--- src/rtl/pipe_adder_pkg.sv ---
// Shared constants and helpers for the pipelined adder.
package pipe_adder_pkg;

   localparam int DEFAULT_WIDTH  = 8;
   localparam int DEFAULT_STAGES = 2;

   // Number of result bits produced by each pipeline stage.
   function automatic int slice_width(input int width, input int stages);
      return width / stages;
   endfunction

endpackage

--- src/rtl/adder_slice.sv ---
// Combinational N-bit ripple-carry chunk. Besides the carry out of the
// chunk it exposes the carry into its MSB so the last chunk of a word
// can derive signed overflow as cout ^ cmsb.
module adder_slice
   import pipe_adder_pkg::*;
#(
   parameter int N = 4
) (
   input  logic [N-1:0] a,
   input  logic [N-1:0] b,
   input  logic         cin,
   output logic [N-1:0] sum,
   output logic         cout,
   output logic         cmsb
);

   logic c;

   // Ripple the carry through the chunk bit by bit.
   always_comb begin
      c    = cin;
      cmsb = cin;
      sum  = '0;
      for (int i = 0; i < N; i++) begin
         cmsb   = c;
         sum[i] = a[i] ^ b[i] ^ c;
         c      = (a[i] & b[i]) | (c & (a[i] ^ b[i]));
      end
      cout = c;
   end

endmodule

--- src/rtl/pipe_adder.sv ---
// Pipelined add/subtract unit. The word is cut into STAGES slices of
// WIDTH/STAGES bits; slice k is added in stage k with the carry from
// slice k-1 taken from a register. Operand bits not yet consumed ride
// along in skew registers, and finished sum bits are concatenated as
// the beat moves forward, so all fields of a beat leave together.
//
// Handshake: a beat moves on an edge where valid && ready. The whole
// pipe advances together on en = !out_valid || out_ready, and in_ready
// is en (forced low during reset). While en is low every register,
// including the visible result, holds.
module pipe_adder
   import pipe_adder_pkg::*;
#(
   parameter int WIDTH  = DEFAULT_WIDTH,
   parameter int STAGES = DEFAULT_STAGES
) (
   input  logic             clk,
   input  logic             rst_n,
   input  logic             in_valid,
   output logic             in_ready,
   input  logic [WIDTH-1:0] a,
   input  logic [WIDTH-1:0] b,
   input  logic             cin,
   input  logic             sub,
   output logic             out_valid,
   input  logic             out_ready,
   output logic [WIDTH-1:0] sum,
   output logic             cout,
   output logic             ovf
);

   localparam int N = slice_width(WIDTH, STAGES);

   logic             en;
   logic [WIDTH-1:0] b_eff;
   logic             c0;

   assign en       = !out_valid || out_ready;
   assign in_ready = en && rst_n;

   // Subtraction is a + ~b + 1: invert b and force the initial carry.
   assign b_eff = sub ? ~b : b;
   assign c0    = sub ? 1'b1 : cin;

   for (genvar k = 0; k < STAGES; k++) begin : g_st
      // Operand bits still to be consumed when the beat enters stage k.
      localparam int IW = WIDTH - k * N;

      logic [IW-1:0]        pa;
      logic [IW-1:0]        pb;
      logic                 pc;
      logic                 pv;
      logic [N-1:0]         s_sum;
      logic                 s_cout;
      logic                 s_cmsb;
      logic                 v;
      logic                 c;
      logic [(k+1)*N-1:0]   rs;
      logic [(k+1)*N-1:0]   ns;

      if (k == 0) begin : g_head
         assign pa = a;
         assign pb = b_eff;
         assign pc = c0;
         assign pv = in_valid;
         assign ns = s_sum;
      end else begin : g_tail
         assign pa = g_st[k-1].g_skew.ra;
         assign pb = g_st[k-1].g_skew.rb;
         assign pc = g_st[k-1].c;
         assign pv = g_st[k-1].v;
         assign ns = {s_sum, g_st[k-1].rs};
      end

      adder_slice #(.N(N)) u_slice (
         .a    (pa[N-1:0]),
         .b    (pb[N-1:0]),
         .cin  (pc),
         .sum  (s_sum),
         .cout (s_cout),
         .cmsb (s_cmsb)
      );

      // Stage valid, carry and partial sum; data only loads with a real beat
      // so bubbles never expose skew-register contents.
      always_ff @(posedge clk) begin
         if (!rst_n) begin
            v  <= 1'b0;
            c  <= 1'b0;
            rs <= '0;
         end else if (en) begin
            v <= pv;
            if (pv) begin
               c  <= s_cout;
               rs <= ns;
            end
         end
      end

      if (k < STAGES - 1) begin : g_skew
         logic [IW-N-1:0] ra;
         logic [IW-N-1:0] rb;

         // Skew registers: upper operand bits wait for their slice; no reset needed.
         always_ff @(posedge clk) begin
            if (en) begin
               ra <= pa[IW-1:N];
               rb <= pb[IW-1:N];
            end
         end
      end
   end

   // Signed overflow: carry into the MSB differs from carry out of it.
   always_ff @(posedge clk) begin
      if (!rst_n) begin
         ovf <= 1'b0;
      end else if (en && g_st[STAGES-1].pv) begin
         ovf <= g_st[STAGES-1].s_cout ^ g_st[STAGES-1].s_cmsb;
      end
   end

   assign out_valid = g_st[STAGES-1].v;
   assign sum       = g_st[STAGES-1].rs;
   assign cout      = g_st[STAGES-1].c;

endmodule

--- config.mk ---
export PLATFORM = sky130hd
export DESIGN_NAME = pipe_adder
export DESIGN_NICKNAME = d
export VERILOG_FILES = /design/src/rtl/pipe_adder_pkg.sv /design/src/rtl/adder_slice.sv /design/src/rtl/pipe_adder.sv
export SDC_FILE = /design/constraint.sdc
export NUM_CORES = 1
export LEC_CHECK = 0
export CAP_MARGIN = 20
export CORE_UTILIZATION = 44
export CTS_CLUSTER_SIZE = 14
export DETAILED_ROUTE_END_ITERATION = 10
export GPL_TIMING_DRIVEN = 0
export PLACE_DENSITY = 0.71
export SYNTH_ARGS = -nofsm -noshare
export SYNTH_HDL_FRONTEND = slang
export SYNTH_SLANG_ARGS = --single-unit
--- constraint.sdc ---
create_clock -name clk -period 3.6 [get_ports clk]
set_clock_uncertainty 0.05 [all_clocks]
set_input_delay 0.72 -clock clk [delete_from_list [all_inputs] [get_ports clk]]
set_output_delay 0.72 -clock clk [all_outputs]
set_load 0.03 [all_outputs]
Word level (Yosys, flattened, before mapping)
Index checks and enable logic that the tools add are counted.
- bits in registers: 25
- input port bits: 22
- output and inout bits: 12
- logic and storage cells: 59
- mux-type cells: 2
- bitwise operators: 42
- reduce and logical (&&, ||, !) cells: 6
- operator list (cell ; number):
    $xor 1x1->1 ; 17
    $and 1x1->1 ; 16
    $mux 8 ; 1
    $not 8->8 ; 1
    $or 1x1->1 ; 8
    $reduce_and 2->1 ; 2
    $logic_and 1x1->1 ; 2
    $logic_not 1->1 ; 1
    $logic_or 1x1->1 ; 1
    $mux 1 ; 1

Longest topological paths before layout
- depth in word-level cells: 11
- depth in mapped cells: 11
- depth with buffers taken out: 10

By module
Synthesis repeated with hierarchy kept, for this count alone.
- cell total of the unflattened synthesis: 114
- area total of the unflattened synthesis: 1253.7 um^2
- modules (own cells, without submodules) (module ; times used ; cells an instance ; area each (um^2) ; seq. area each (um^2)):
    pipe_adder ; 1 ; 90 ; 1033.5 ; 580.6
    adder_slice ; 2 ; 12 ; 110.1 ; 0.0

Worst setup path before layout
Ideal clock, no wire load.
- kind: in2reg
- start: in sub
- end: reg g_st[0].rs[3]
- library setup time: 122 ps
- arrival: 2622 ps
- required time: 3428 ps
- setup slack: 807 ps
- cell stages on the path: 11
- path buffers: 1
- path through: buf_2 xnor2_1 fa_1 inv_1 fa_1 inv_1 fa_1 inv_1 fa_1 nand4_1 o21ai_0
- word-level cells in the longest chain between the ends: 9
- elaborated cells between the ends (all ways): 16
- classes of those cells: 2 x mux; 14 x bitwise
- RTL lines (element ; line ; source):
    start: declaration ; pipe_adder.sv:24 ; input logic sub,
    $mux 8 ; pipe_adder.sv:42 ; assign b_eff = sub ? ~b : b;
    $xor 1x1->1 ; adder_slice.sv:27 ; c = (a[i] & b[i]) | (c & (a[i] ^ b[i]));
    $and 1x1->1 ; adder_slice.sv:27 ;
    $or 1x1->1 ; adder_slice.sv:27 ;
    $and 1x1->1 ; adder_slice.sv:27 ;
    $or 1x1->1 ; adder_slice.sv:27 ;
    $and 1x1->1 ; adder_slice.sv:27 ;
    $or 1x1->1 ; adder_slice.sv:27 ;
    $xor 1x1->1 * ; adder_slice.sv:26 ; sum[i] = a[i] ^ b[i] ^ c;
    net g_st[0].ns[3] ; pipe_adder.sv:59 ; logic [(k+1)*N-1:0] ns;
    end signal: assignment ; pipe_adder.sv:95 ; rs <= ns;
    end: declaration ; pipe_adder.sv:58 ; logic [(k+1)*N-1:0] rs;
The timed path passes the listed nets; every way through them passes the cells marked *.
A chain may end at the register's enable or synchronous reset.

Worst setup path after layout
- start: in out_ready
- end: out in_ready
- word-level cells in the longest chain between the ends: 2
- RTL lines (element ; line ; source):
    start: declaration ; pipe_adder.sv:26 ; input logic out_ready,
    $logic_or 1x1->1 ; pipe_adder.sv:38 ; assign en = !out_valid || out_ready;
    $logic_and 1x1->1 ; pipe_adder.sv:39 ; assign in_ready = en && rst_n;
    end: declaration ; pipe_adder.sv:20 ; output logic in_ready,
No other way between the ends.

==> impl_results.md <==
- CP endpoint kind: primary output
- Final min period: ~2.8 ns
- Ant. Diodes: 0
- R2R depth: 8
- First-pass GRT wire length: around 3.2 mm
- Synth Register Bits: 25
- Hold Buf Count CTS: 0
- Synthesis warning total: 0
- P_leak: between 0.0005 and 0.0006 uW
- Cell accounting for the most synthesized area: dfxtp_1
- Final cell count without fillers: ~170
- Max-slew headroom: between 60% and 70%
- Synthesized area: about 1200 sq um
- DP HPWL: 1.54 mm
- CP max FO: 8
- Synth Net Count: between 100 and 150
- Slowest cell on the critical path: clkdlybuf4s50_1
- CTS sink cnt: 25
- Post-CTS Setup Inserts: 0
- DR WL/cell: between 10 and 15 um
- Post-cts sizing count: 0
- Bufs and invs on worst path: 2
- Nets: between 150 and 200
- FMAX: between 0.3 and 0.4 GHz
- Crit path depth: 4
- H-tree levels: 1
- Hold Path Stages: 2
- Core area: 2480 sq um
- DR iter-0 viols: 10
- TritonCTS clock tree: yes
- Crit path max-delay family: buffers and inverters
- Ranking of synthesized cells by area: dfxtp_1, edfxtp_1, fa_1
- Clk buf depth: 2
- Worst Path Arrival: roughly 2.1 ns
- Setup TNS Final: 0 ns
- DRT Pass-1 Iters: 4
- Met2 Use GR: roughly 28%
- Routed WL: between 1.5 and 2 mm
- CP Cell Sequence: clkdlybuf4s50_1 -> nor2b_4 -> nor2_1 -> clkdlybuf4s50_1
- Vias in the first global route: 811
- Final max-slew violation count: 0
- Setup CP Type: in -> out
- Cell area after placement: between 1500 and 2000 sq um
- Avg Inst Size Synth: roughly 11 sq um
- Initial Utilization: 46.9%
- Slew at the pin with the worst max-slew slack: about 0.5 ns
- Initial antenna violation count: 0
- CP peak stage delay: around 0.67 ns
- Die footprint: about 2900 sq um
- ANT nets after route: 0
- Netlist cell types: 21
- Via density: between 4 and 5
- Port Buffers: 31
- Status: finished clean
- Mapped Cells: 108
- Area share of the largest cell type after synthesis: between 20% and 30%
- Grt total ovfl: 0
- Total number of vias: around 840
- Horiz. Die Dim: about 53 um
- Final setup vio count: 0
- Register area share after synthesis: between 40% and 50%
- Rows: 18
- GRT Total Usage: approximately 16%
- Root buffer cell: clkbuf_4
- I/O Pins: 34
- GR Layer Usage met3: 2.59%
- DP Cell Count: 169
- Worst-path clk slew: roughly 0.12 ns
- RSZ-0062 raised after global routing: false
- GR peak layer: met2
- GPL Wtd Cong: between 0.7 and 0.8
- CP startpoint kind: primary input
- Maximum vdd drop: between 200 and 300 uV
- Grt met1 use: 17.9%
- Hold/Removal Path Class: reg -> reg
- Fin. Hold Viols: 0
- P per Cell Area: between 300 and 400 nW/um^2
- Largest net degree at the start of global routing: 18
- Remaining DRCs: 0
- Top cell by count, worst path: clkdlybuf4s50_1
- Max_cap viols: 0
- Finished Cell Area: approximately 1500 sq um
- Period utilization: just under 80%
- Layout fillers: approximately 250
- Req. time, crit path: 2.83 ns
- Area grow syn2layout: 32.2%
- Die Ht: 53.4 um
- Clock buffer count from CTS: 3
- Clock Latency Late Sink: 0.30 ns
- Layout cells sized above 1: under 10%
per-layer routing:
metal / share of wire, % / up-vias
li1: - / 427
met1: 44 / 381
met2: 49 / 32
met3: 6.0 / 2
met4: 1.4 / 0
met5: 0 / -
state kept, by name, summed over array words and instances, names as in the netlist:
name,count
g_st.v,1
g_st.g_skew.rb,4
ovf,1
g_st.g_skew.ra,4
cout,1
g_st.rs,4
sum,8
g_st.c,1
out_valid,1
worst reg2reg max path: stages, from the launching register on:
cell and delay [ns]:
edfxtp_1 0.42, fa_1 0.39, inv_1 0.07, fa_1 0.16
inv_1 0.05, fa_1 0.40, inv_1 0.09, fa_1 0.40
a211oi_1 0.19
stage by stage:
| step | power [uW] | utilization [%] | hold WS, ns | setup WS [ns] |
|---|---|---|---|---|
| floorplan | 419 | - | 0.391 | 0.807 |
| global placement | 473 | 61.0 | 0.392 | 0.479 |
| detailed placement | 478 | 61.0 | 0.401 | 0.451 |
| CTS | 594 | 62.0 | 0.419 | 0.770 |
| global route | 623 | 62.0 | 0.445 | 0.691 |
| finish | 589 | 62.0 | 0.414 | 0.780 |
cell families after synthesis:
family,share of synthesized area (%)
AND/OR/NAND/NOR,8.61
XOR/XNOR,6.78
buffers and inverters,7.10
AO/OA/AOI/OAI,12.1
flip-flops,49.9
adder cells (fa/ha/maj),13.8
multiplexers,1.72
power breakdown:
group	internal, uW	switching, uW
Sequential	316	9.96
Clock	43.2	75.8
Combinational	70.7	73.4
cells in the final DEF, fill, tap and decap left out, types with 4 or more instances in the layout:
cell type	n
fa_1	8
xor2_1	6
dfxtp_1	17
a21oi_1	11
nor2_1	4
inv_1	14
clkdlybuf4s50_1	31
edfxtp_1	8
o21ai_0	8
a211oi_1	5
nand3_1	5
nand2_1	5
area by class of cell:
type                            instances  area [sq um]  share of cell area, %
Sequential cell                        25           581                   37.8
Multi-Input combinational cell         63           499                   32.5
Timing Repair Buffer                   31           310                   20.2
Inverter                               15          56.3                   3.66
Tap cell                               30          37.5                   2.44
Clock buffer                            4          26.3                   1.71
Buffer                                  5          26.3                   1.71
synthesized netlist by cell type:
master	instances
buf_4	1
edfxtp_1	8
inv_1	14
nand3_1	5
nand4_1	3
buf_2	3
dfxtp_1	17
a21oi_1	11
nand2_1	5
o21ai_0	8
mux2i_1	2
nor2b_4	1
nor2_1	4
xor2_1	6
and2_4	1
a211oi_1	5
xnor2_1	3
inv_2	1
fa_1	8
o21a_1	1
clkbuf_1	1
final timing paths:
check	from	end	slack, ns
hold reg to reg	sum[3]	sum[3]	0.41
hold / removal	sum[3]	sum[3]	0.41
setup reg to reg	g_st[0].g_skew.ra[0]	sum[7]	1.31
setup / recovery	out_ready	in_ready	0.78
No activity file was read; power rests on OpenSTA's default activity.
